--- config.mk ---
export PLATFORM = sky130hd
export DESIGN_NAME = pipeline_hazard_ctrl
export DESIGN_NICKNAME = d
export VERILOG_FILES = /design/src/rtl/pipeline_hazard_ctrl.sv
export SDC_FILE = /design/constraint.sdc
export NUM_CORES = 1
export LEC_CHECK = 0
export CAP_MARGIN = 25
export CELL_PAD_IN_SITES_DETAIL_PLACEMENT = 2
export CELL_PAD_IN_SITES_GLOBAL_PLACEMENT = 2
export CORE_UTILIZATION = 16
export CTS_BUF_LIST = sky130_fd_sc_hd__clkbuf_4 sky130_fd_sc_hd__clkbuf_8
export CTS_CLUSTER_DIAMETER = 30
export DETAILED_ROUTE_END_ITERATION = 6
export MAX_ROUTING_LAYER = met4
export PLACE_DENSITY = 0.87
export SLEW_MARGIN = 40
export SYNTH_ARGS = -nofsm -noshare
export SYNTH_HDL_FRONTEND = slang
export SYNTH_SLANG_ARGS = --single-unit
--- constraint.sdc ---
create_clock -name clk -period 2.05 [get_ports clk]
set_input_delay 0.3075 -clock clk [delete_from_list [all_inputs] [get_ports clk]]
set_output_delay 0.3075 -clock clk [all_outputs]
set_load 0.01 [all_outputs]
--- src/rtl/pipeline_hazard_ctrl.sv ---
// Load-use / jump / memory-busy hazard sequencer for the 6-stage pipeline.
// Optional saturating perf counters (stall_cnt, flush_cnt) under `HAZ_PERF_CNT_EN.
module pipeline_hazard_ctrl #(
    parameter int unsigned REG_AW    = 5,
    parameter int unsigned LU_CYCLES = 1,
    parameter int unsigned CNT_W     = 16
) (
    input  logic              clk,
    input  logic              rst,
    input  logic              ex_memread,
    input  logic [REG_AW-1:0] ex_rt,
    input  logic [REG_AW-1:0] rr_rs,
    input  logic [REG_AW-1:0] rr_rt,
    input  logic              rr_uses_rt,
    input  logic              id_jump,
    input  logic              mem_busy,
    output logic              pc_we,
    output logic              if_id_we,
    output logic              id_rr_we,
    output logic              rr_ex_bubble,
    output logic              if_id_flush,
    output logic              ex_mem_we,
    output logic              mem_wb_we,
    output logic [1:0]        state
`ifdef HAZ_PERF_CNT_EN
    ,
    output logic [CNT_W-1:0]  stall_cnt,
    output logic [CNT_W-1:0]  flush_cnt
`endif
);

    localparam int unsigned REM_W = 2;

    typedef enum logic [1:0] {
        RUN      = 2'd0,
        LU_STALL = 2'd1,
        FREEZE   = 2'd2
    } state_t;

    if (LU_CYCLES < 1 || LU_CYCLES > 3 || CNT_W < 1) begin : g_bad_param
        $error("pipeline_hazard_ctrl: LU_CYCLES must be 1..3 and CNT_W >= 1");
    end

    state_t            state_q, state_d;
    state_t            ret_q, ret_d;
    logic [REM_W-1:0]  rem_q, rem_d;
    logic              haz;

    // Register 0 is hardwired zero, so a load into it never creates a dependency.
    assign haz = ex_memread && (ex_rt != '0) &&
                 ((ex_rt == rr_rs) || (rr_uses_rt && (ex_rt == rr_rt)));

    assign state = state_q;

    always_ff @(posedge clk) begin
        if (rst) begin
            state_q <= RUN;
            ret_q   <= RUN;
            rem_q   <= '0;
        end else begin
            state_q <= state_d;
            ret_q   <= ret_d;
            rem_q   <= rem_d;
        end
    end

    always_comb begin
        state_d      = state_q;
        ret_d        = ret_q;
        rem_d        = rem_q;
        pc_we        = 1'b0;
        if_id_we     = 1'b0;
        id_rr_we     = 1'b0;
        rr_ex_bubble = 1'b0;
        if_id_flush  = 1'b0;
        ex_mem_we    = 1'b0;
        mem_wb_we    = 1'b0;

        unique case (state_q)
            RUN: begin
                if (mem_busy) begin
                    state_d = FREEZE;
                    ret_d   = RUN;
                end else if (haz) begin
                    rr_ex_bubble = 1'b1;
                    ex_mem_we    = 1'b1;
                    mem_wb_we    = 1'b1;
                    if (LU_CYCLES > 1) begin
                        state_d = LU_STALL;
                        rem_d   = REM_W'(LU_CYCLES - 1);
                    end
                end else begin
                    pc_we       = 1'b1;
                    if_id_we    = 1'b1;
                    id_rr_we    = 1'b1;
                    ex_mem_we   = 1'b1;
                    mem_wb_we   = 1'b1;
                    if_id_flush = id_jump;
                end
            end
            LU_STALL: begin
                if (mem_busy) begin
                    state_d = FREEZE;
                    ret_d   = LU_STALL;
                end else begin
                    // EX already holds a bubble here, so haz and id_jump are ignored.
                    rr_ex_bubble = 1'b1;
                    ex_mem_we    = 1'b1;
                    mem_wb_we    = 1'b1;
                    rem_d        = rem_q - REM_W'(1);
                    if (rem_q <= REM_W'(1)) begin
                        state_d = RUN;
                    end
                end
            end
            FREEZE: begin
                if (!mem_busy) begin
                    state_d = ret_q;
                end
            end
            default: begin
                state_d = RUN;
            end
        endcase

        if (rst) begin
            pc_we        = 1'b0;
            if_id_we     = 1'b0;
            id_rr_we     = 1'b0;
            rr_ex_bubble = 1'b0;
            if_id_flush  = 1'b0;
            ex_mem_we    = 1'b0;
            mem_wb_we    = 1'b0;
        end
    end

`ifdef HAZ_PERF_CNT_EN
    // Saturating event counters; bubble/flush are already forced low during reset.
    always_ff @(posedge clk) begin
        if (rst) begin
            stall_cnt <= '0;
            flush_cnt <= '0;
        end else begin
            if (rr_ex_bubble && (stall_cnt != '1)) begin
                stall_cnt <= stall_cnt + CNT_W'(1);
            end
            if (if_id_flush && (flush_cnt != '1)) begin
                flush_cnt <= flush_cnt + CNT_W'(1);
            end
        end
    end
`else
    // Counters not built in this configuration.
`endif

endmodule
==> flow_results.org, run 1 <==
** Detailed routing
- DRC violation count after routing :: 0
- Residual antenna-violating net count after detailed routing :: 0
- After detailed routing, the total wire length is approximately 1600 microns.
- Drt first pass iters :: 3
- Total number of vias :: 500
- Number of DRC markers in iteration 0 :: 2
- Routed WL per cell :: 13.5 microns
- Vias per cell :: 4.35

** STA
- Hold timing on the final database bottoms out at a slack of around 0.5 ns.
- Final critical delay including setup and external delays :: 1.99 ns
- Slew at the pin with the worst max-slew slack :: approximately 0.4 ns
- The number of endpoints with negative hold slack in the final report came to 0.
- Derived from the worst setup path, the maximum achievable clock frequency is 503 MHz.
- Setup total negative slack :: 0 ns
- The total count of max-transition violations in the final report is 0.
- In the post-route analysis, the smallest setup slack over all paths is 0.0610 ns.
- Clock skew on the completed layout was measured at between 0.0002 and 0.0003 ns.
- Relative slew slack :: between 70% and 80%
- Setup violations remaining at the end of the flow were counted as 0.
- The worst path uses a little over nine tenths of the clock period.

** Logic synthesis
- The cell count after synthesis came out at 49.
- Cell type with the highest aggregate area in the netlist :: sky130_fd_sc_hd__dfxtp_1
- Counting every net in the synthesized netlist gives 71.
- After synthesis, the netlist uses 22 different library cells.
- Post-synth design cell area :: between 300 and 400 sq um
- Fraction of post-synthesis cell area in the top cell type by area :: 25.8%
- By area the synthesized netlist is led by sky130_fd_sc_hd__dfxtp_1 (26%), sky130_fd_sc_hd__xnor2_1 (25%), sky130_fd_sc_hd__buf_4 (5.8%).
- Total number of yosys warnings :: 0
- Post-synthesis average cell area :: 7.92 sq um
- Post-synthesis register bit count :: 5
- Fraction of the yosys area taken by sequential cells :: between 20% and 30%

** Power and ir drop
- Power share of the combinational group :: between 30% and 40%
- Leakage Power :: 0.327 nW
- The clock network is responsible for 38.5% of the overall power.
- Switching power as a share of total power :: between 20 and 30%
- The internal power of the cells totals 252 uW.
- Total power consumption of the routed design :: 337 uW
- In this run the power spent charging and discharging nets is approximately 85 uW.
- Sequential cells burn just under 30% of the power.
- Areal power density over the cells :: about 440 nW/um^2
- Worst vdd ir :: between 200 and 250 uV

** Cells and area
- Final Cell Area :: 773 sq um
- Fraction of final layout cells with drive strength greater than 1 :: 24.1%
- The final layout contains 110 nets.
- Most common library cell in the layout ignoring fill and taps :: sky130_fd_sc_hd__clkdlybuf4s50_1
- 0 antenna diodes ended up in the layout.
- The area growth from synthesis to layout is 99.4%.
- Count of filler cells inserted in the layout :: 264
- Commonest cells after routing, fill and taps aside :: sky130_fd_sc_hd__clkdlybuf4s50_1 (17), sky130_fd_sc_hd__xnor2_1 (11), sky130_fd_sc_hd__buf_4 (8)

** Placement
- Once detailed placement completed, the half-perimeter wirelength came to 1230 microns.
- Final weighted congestion in routability-driven placement :: between 0.7 and 0.8
- Post-detailed-placement cell area :: 751 sq um
- Buffers added on ports :: 29
- At the placement stage, the worst setup path has a slack of -0.626 ns.

** Global route
- Remaining Overflow, GRT :: 0
- GRT Overall Usage :: between 10 and 15%
- The number of global-route vias before repair came to 566.
- Maximum number of pins on one net before global-route repair :: 8
- Antenna violations before repair :: 0
- The first global-routing pass estimated 2370 microns of wire.

** Die
- From left edge to right edge, the die measures roughly 50 microns.
- The core region is 2250 sq um.
- For this design the top-level I/O count stands at 30.
- The floorplan step defined a die boundary enclosing roughly 2600 sq um.
- Initial Util :: 17.2%
- Die outline height :: 51.2 microns
- In this run the core area contains 17 standard-cell rows.

** Run status
- The flow ran to the end, and the final reports show no timing, DRC or antenna violations.

** Clocking
- Clock tree synthesis found a total of 5 sinks.
- Clock transition at the registers of the reported paths :: 0.04 ns
- Cell at the root of the clock tree :: sky130_fd_sc_hd__clkbuf_4
- Cts bufs inserted :: 3
- CTS tree :: built
- Number of buffers between clock root and the deepest sink :: 2
- The later pin in the worst-skew pair is clocked with a latency of 0.24 ns.
- Setup Fix Bufs, Post-CTS :: 0
- CTS built an H-tree with a depth of 1.

** Critical path
- Setup slack on the worst reg-to-reg path comes out at 0.84 ns.
- Data required time of the worst path :: 1.74 ns
- Launch point of the worst reg-to-reg path :: state[1]
- The cell family contributing the most delay on the critical path is simple AND/OR/NAND/NOR gates.
- At the worst endpoint, the arrival time is 1.68 ns.
- Together, buffers and inverters on the worst path number 2.
- Crit-path max cell delay :: a little over 0.5 ns
- Path depth of the worst reg2reg path :: 5
- The most critical setup path has its startpoint at ex_rt[4].
- Crit path launch type :: primary input
- Counting buffers and inverters, the worst setup path is 6 cells deep.
- For this design, the slowest cell found on the critical path is sky130_fd_sc_hd__or4_1.
- End of the critical path :: rr_ex_bubble
- STA classifies the critical path endpoint as an output pin.
- Top fanout value on the critical path :: 3
- Cell-by-cell trace of the critical path :: clkdlybuf4s15_1, or4_1, o21a_1, and2_0, a22o_1, buf_2
- Type of the setup path with the least slack :: primary input to output pin
- The endpoint identified for the worst register-to-register timing path is rem_q[1].

** Min path
- Class of the tightest hold or removal check :: register to register

** Run
- Across the run, the number of max-cap violations was 0.
-- repair_timing --
| action | 4_1_cts | 5_1_grt |
|---|---|---|
| gates resized for setup | 25 | 9 |
| pin swaps | 4 | 7 |
| endpoints found under the setup margin | 7 | 7 |
| hold buffers | 0 | 0 |
-- state kept, by name, indices dropped and copies added (netlist names) --
name and flops:
rem_q 2, state 2, ret_q 1
-- worst min-delay path: cells and delay by family (launching register included) --
| family | cells | cell delay (ns) |
|---|---|---|
| DFF | 1 | 0.30 |
| AOI/OAI and AO/OA | 2 | 0.15 |
-- routing by layer --
layer  wire length [microns]  up-vias  track usage (%)
li1                        -      247                -
met1                     681      224             13.3
met2                     758       27             23.2
met3                      95        2             2.38
met4                      19        0             5.41
met5                       0        -                -
-- synth_stat cells (all sizes together) --
library cell,instances
xnor2,11
dfxtp,5
nand2,4
a21oi,3
buf,3
inv,3
nor2,3
a211oi,2
nor3,2
a22o,1
a31oi,1
and2,1
ha,1
nand3,1
nand4,1
nor3b,1
nor4,1
o21a,1
o21ai,1
o22ai,1
or3,1
or4,1
-- cell type report --
type | count | area, sq um | share of cell area (%)
timing repair buffer | 37 | 328 | 42.4
clock buffer | 4 | 30.0 | 3.88
sequential | 5 | 100 | 12.9
inverter | 3 | 11.3 | 1.46
tap | 28 | 35.0 | 4.53
multi-input combinational | 38 | 269 | 34.8
-- power groups by stage --
stage | Clock [mW] | Sequential [mW] | Combinational (mW)
after floorplan | 0 | 0.102 | 0.0362
final | 0.130 | 0.0994 | 0.108
after global placement | 0 | 0.101 | 0.109
after global routing | 0.144 | 0.0992 | 0.117
after detailed placement | 0 | 0.101 | 0.113
after CTS | 0.136 | 0.0993 | 0.111
-- kinds of logic (layout without fill, tap and decap cells) --
kind of cell / Yosys count / count (layout) / synth area share (%)
compound gates: 10 / 10 / 16.5
buf+inv: 6 / 44 / 8.71
fa+ha+maj: 1 / 1 / 3.23
flops: 5 / 5 / 25.8
xor+xnor: 11 / 11 / 24.8
simple gates: 16 / 16 / 21.0
-- worst min path at each step --
stage / from / cells after the start / endpoint
after floorplan: rst / 1 / ret_q[0]
after CTS: ret_q[0] / 2 / ret_q[0]
after global placement: ret_q[0] / 2 / ret_q[0]
final: ret_q[0] / 2 / ret_q[0]
after global routing: ret_q[0] / 2 / ret_q[0]
after detailed placement: ret_q[0] / 2 / ret_q[0]
-- through the flow --
stage	instances	util (%)
finish	115	34.3
CTS	115	34.5
global placement	111	33.3
global route	115	34.3
floorplan	49	-
detailed placement	111	33.3
Note: power is estimated with default switching activity, not from simulation.
==> inputs of run 2 (changes only) <==
- ABC_CLOCK_PERIOD_IN_PS: unset -> 2050
==> results of run 2 <==
Same layout as run 1: the final DEF is identical, and so are final timing and power.
==> inputs of run 3 (changes only) <==
- CELL_PAD_IN_SITES_DETAIL_PLACEMENT: 2 -> 1
- CELL_PAD_IN_SITES_GLOBAL_PLACEMENT: 2 -> 1
- CORE_UTILIZATION: 16 -> 22
- PLACE_DENSITY: 0.87 -> 0.89
==> run 3 against run 2 <==
  * The flow now finishes with violations (design-rule violations)
  * Sequential share of layout area about the same
  * Cell area down 0.32%
  * Worst setup slack lost 0.041 ns
  * Flip-flop and latch count unchanged
  * Maximum frequency is 2.0% lower
  * Core utilization grew 15 points
  * Clock skew up 0.0071 ns
  * Combinational power is 5% higher
  * Largest cell class unchanged
  * Largest power group unchanged
==> flow_results.org, run 3 (synthesis gave the netlist of run 1 again) <==
** Die
- Horizontal extent of the die :: 44.0 microns (was 51.2 microns)
- Core area :: 1580 sq um (was 2250 sq um)
- The die outline area came to 1940 sq um (was 2630 sq um).
- The effective utilization at floorplan is 24.6% (was 17.2%).
- Boundary pin count :: 30 (unchanged)
- Die outline height :: 44.0 microns (was 51.2 microns)
- The count of standard-cell rows is 14 (was 17).

** Critical path
- The required time of the worst setup path is 1.74 ns (about the same).
- Top fanout value on the critical path :: 5 (was 3)
- The data arrival at the endpoint of the critical path was 1.72 ns (was 1.68 ns).
- Critical Path Sink Type :: output pin (unchanged)
- The startpoint type of the worst setup path is a primary input (unchanged).
- The kind of critical path is primary input to output pin (unchanged).

** Detailed routing
- The final routed DRC violation total came to 6 (was 0).
- The number of vias in the routed layout was 513 (was 500).
- Vias per cell :: 4.89 (was 4.35)
- The count of antenna-violating nets left after detailed routing came to 0 (unchanged).
- Drt first pass iters :: 5 (was 3)
- Routed WL per cell :: 14.4 microns (was 13.5 microns)
- The first-iteration detailed-routing DRC count is 9 (was 2).
- The final routed wirelength across all metal layers is 1510 microns (was 1550 microns).

** Power and ir drop
- The peak supply drop is 298 uV (was 232 uV).
- The leakage power came to 0.318 nW (was 0.327 nW).
- The overall power after layout was 346 uW (was 337 uW).
- Areal power density over the cells :: 450 nW/um^2 (was 436 nW/um^2)

** Run status
- The checks that failed: design-rule violations.
- Result of the run: finished, violations left (was finished clean).

** STA
- Final worst hold slack :: 0.481 ns (was 0.501 ns)
- The final setup skew came to 0.00737 ns (was 0.000257 ns).
- Fraction of the cycle the final worst path needs :: 99.0% (was 97.0%)
- Relative slew slack :: 73.0% (was 72.9%)
- Pins Over Slew Limit :: 0 (unchanged)
- The number of endpoints with negative hold slack in the final report came to 0 (unchanged).
- The post-route setup TNS came to 0 ns (unchanged).
- The actual transition at the worst max-transition pin came to 0.404 ns (was 0.406 ns).
- The shortest period the worst path allows was 2.03 ns (was 1.99 ns).
- The final-report setup violation count was 0 (unchanged).
- Maximum operating frequency :: 493 MHz (was 503 MHz)

** Clocking
- The H-tree level count was 1 (unchanged).
- CTS tree :: built (unchanged)
- Clock network latency to the later pin of the worst-skew pair :: 0.25 ns (was 0.24 ns)
- The maximum clock path buffer count was 2 (unchanged).
- The number of buffers created by CTS was 3 (unchanged).
- The total number of clock tree sinks is 5 (unchanged).
- Clock transition at the registers of the reported paths :: 0.05 ns (was 0.04 ns)
- The hold buffer count at cts was 0 (unchanged).
- The library cell used as clock root buffer is sky130_fd_sc_hd__clkbuf_4 (unchanged).

** Cells and area
- The fraction of layout instances using a drive strength above 1 is 27.0% (was 24.1%).
- The most common library cell in the layout ignoring fill and taps is sky130_fd_sc_hd__clkdlybuf4s50_1 (unchanged).
- Footprint of the multi-input gates :: 273 sq um (was 269 sq um)
- The sequential cell area in the final layout came to 100 sq um (unchanged).
- Final #Nets :: 112 (was 110)
- Count of inserted antenna diode cells :: 0 (unchanged)
- Final Non-Filler Cells :: 105 (was 115)
- Count of filler cells inserted in the layout :: 192 (was 264)
- Commonest cells after routing, fill and taps aside: sky130_fd_sc_hd__clkdlybuf4s50_1 (19), sky130_fd_sc_hd__xnor2_1 (11), sky130_fd_sc_hd__buf_4 (10) (was sky130_fd_sc_hd__clkdlybuf4s50_1 (17), sky130_fd_sc_hd__xnor2_1 (11), sky130_fd_sc_hd__buf_4 (8)).
- Signed area change from the synthesized netlist to the final layout :: 98.7% (was 99.4%)

** Global route
- Wire length of the first global-routing pass :: 2200 microns (was 2370 microns)
- The pin count of the biggest net entering global routing came to 8 (unchanged).
- Number of global-route vias before repair :: 503 (was 566)
- GRT Overall Usage :: 16.5% (was 12.7%)
- The total global routing overflow came to 0 (unchanged).
- Antenna violations before repair :: 0 (unchanged)

** Run
- Max-cap violations :: 0 (unchanged)

** Min path
- The type of the tightest min-delay check was register to register (unchanged).

** Placement
- The number of placed instances, taps included was 100 (was 111).
- The quantity of I/O buffers inserted on ports is 29 (unchanged).
- Placed wire-length estimate :: 1070 microns (was 1230 microns)
- The final weighted congestion in routability-driven placement came to 0.814 (was 0.751).
## run 3: cell count changes in the layout (fill, tap and decap cells not counted), sizes merged
cell and change:
clkdlybuf4s50 +2, clkdlybuf4s15 -1, clkbuf -2, dlygate4sd2 +1, dlymetal6s2s -2, buf +4
## run 3: layout make-up
class | count | area share (%)
clock buffer | 4 | 3.90
timing repair buffer | 39 | 43.7
inverter | 3 | 1.46
sequential | 5 | 13.0
multi-input combinational | 38 | 35.4
tap | 16 | 2.60
## run 3: worst paths after layout
kind,start,slack [ns],endpoint,depth (start not counted)
worst max register to register,state[1],0.82,rem_q[1],5
worst max-delay path,mem_busy,0.02,ex_mem_we,5
worst min-delay path,ret_q[0],0.48,ret_q[0],2
worst min register to register,ret_q[0],0.48,ret_q[0],2
## run 3: stage by stage
step	util (%)	worst slack, ns	area, sq um
2_1_floorplan	-	0.221	388
3_3_place_gp	47.1	-0.523	743
3_5_place_dp	47.1	-0.554	743
4_1_cts	49.0	0.00376	773
5_1_grt	48.9	-0.0260	771
6_report	48.9	0.0204	771
## run 3: power breakdown
| group | total, mW | internal (mW) | switching [mW] |
|---|---|---|---|
| Sequential | 0.0991 | 0.0985 | 0.000664 |
| Clock | 0.135 | 0.0873 | 0.0475 |
| Combinational | 0.113 | 0.0700 | 0.0425 |
| Total | 0.346 | 0.256 | 0.0907 |
## run 3: metal layers
layer,share of wire [%],vias to the layer above,routed length [microns],global-route usage [%]
met1,43,229,651,17.8
met4,2.1,0,32,9.09
met3,11,4,168,4.17
met5,0,-,0,-
li1,-,250,-,-
met2,44,30,659,27.5
## run 3: repair_timing
action                                  in CTS  in global routing
setup buffers                                1                  0
resized for setup                           28                  6
endpoints found under the hold margin        0                  0
pin swaps                                    3                  3
cloned                                       0                  0
endpoints found under the setup margin       5                  7
## run 3: worst max-delay path: stages
cell and delay, ns:
sky130_fd_sc_hd__clkdlybuf4s50_1 0.45, sky130_fd_sc_hd__nor3_2 0.16, sky130_fd_sc_hd__buf_4 0.15, sky130_fd_sc_hd__buf_4 0.11, sky130_fd_sc_hd__clkdlybuf4s50_1 0.54
==> RTL change, RTL diff (config.mk and constraints of run 3) <==
Add a define of `HAZ_PERF_CNT_EN`.
--- a/src/rtl/pipeline_hazard_ctrl.sv
+++ b/src/rtl/pipeline_hazard_ctrl.sv
@@ -2,2 +2,4 @@
 // Optional saturating perf counters (stall_cnt, flush_cnt) under `HAZ_PERF_CNT_EN.
+`define HAZ_PERF_CNT_EN
+
 module pipeline_hazard_ctrl #(
Check against the original RTL (old outputs only; new: flush_cnt and stall_cnt): equivalent (Yosys induction, for registers that start in step).
==> RTL change against run 3 <==
Clock skew hardly changed; critical path depth is 4 higher; power grew to 4.5 times the old value; first-iteration DRC count grew to 7.2 times the old value; routed wire length grew to 5.0 times the old value; synthesized area grew to 5.0 times the old value; the flow finishes with violations (setup timing); design area grew to 4.2 times the old value; sequential cell count is 32 higher; synthesized cell count grew to 4.8 times the old value; critical path type is now in -> reg; critical endpoint is now flush_cnt[8]; setup slack worse by 0.057 ns; worst hold slack better by 0.020 ns; sequential power grew to 7.3 times the old value; core utilization is 9.9 points lower.
==> RTL change: results (changes against run 3) <==
Vias in the first global route: 2285 (+350%)
M1 GR Usage: 16.53% (-1.3 points)
First-pass GRT wire length: 11230 µm (+410%)
Worst R2R End: flush_cnt[8]
Met3 Wirelength: 212 µm (+26%)
TritonRoute pass-1 iters: 4 (-1)
Via count: 2182 (+330%)
Most frequent cells after synthesis: dfxtp_1 (37), nor2_1 (32), xnor2_1 (21)
Nets@finish: 366 (+230%)
Fill cell count: 979 (+410%)
Worst Hold End: state[0]
Tot GR Track Use: 16.33% (-0.18 points)
Largest net degree at the start of global routing: 39 (+31)
Finish-stage setup viols: 4 (+4)
Worst-skew pair later-pin latency: 0.29 ns (+0.04 ns)
GR met2 Demand/Resource: 31.09% (+3.6 points)
Outcome: complete, but fails checks
Final worst slack: -0.03615 ns (-0.05657 ns)
Critical path peak fanout: 6 (+1)
FF-to-FF setup slack: 0.08 ns (-0.74 ns)
Sequential area share after synthesis: 38.12% (+12 points)
DR WL/cell: 16.89 µm (+17%)
Root buf cell: clkbuf_8
Mux cell area share after synthesis: 1.610% (+1.6 points)
Failing checks: setup timing
CTS buffer count: 5 (+2)
[RTL change: cell type report]
cell class                 instances  area [µm²]  area share [%]
multi-input combinational        180        1244           38.01
timing repair buffer             109        1001           30.59
sequential                        37       742.0           22.68
tap                              105       131.4           4.015
clock buffer                       5       68.82           2.103
clock inverter                     3       46.29           1.415
inverter                           9       38.79           1.185
[RTL change: cell families after synthesis]
| group | after synthesis |
|---|---|
| flops | 37 |
| compound gates | 27 |
| mux | 3 |
| fa+ha+maj | 3 |
| xor+xnor | 31 |
| buf+inv | 20 |
| simple gates | 116 |
[RTL change: tightest hold or removal path, cell delays in order]
cell and delay, ns:
dlygate4sd2_1 0.25, buf_4 0.14, nor3_1 0.05
[RTL change: metrics by stage]
step                power [mW]  std cells   TNS, ns  hold WS, ns
floorplan               0.8100        237  -0.01294       0.3868
global placement        0.9081        430    -15.18       0.4617
detailed placement      0.9148        430    -18.27       0.4883
CTS                      1.566        442  -0.01323       0.4823
global route             1.625        448   -0.4922       0.5347
finish                   1.569        448   -0.1245       0.5019
[RTL change: timing repair]
item | in CTS | in global routing
gates cloned | 0 | 1
pin swaps | 19 | 2
endpoints found under the setup margin | 38 | 21
gates resized for setup | 61 | 17
setup buffers | 4 | 5
[RTL change: worst max path at each step]
stage	start	endpoint	slack, ns	cells after the start
global route	rst	flush_cnt[8]	-0.08	9
CTS	ex_rt[4]	pc_we	-0.007	8
detailed placement	ex_rt[1]	pc_we	-0.74	7
global placement	ex_rt[1]	id_rr_we	-0.69	7
floorplan	ex_rt[1]	flush_cnt[15]	-0.01	7
finish	rst	flush_cnt[8]	-0.04	9
[RTL change: power breakdown]
part | internal, mW | switching, mW
Combinational | 0.106 | 0.0870
Sequential | 0.720 | 0.00221
Clock | 0.364 | 0.290
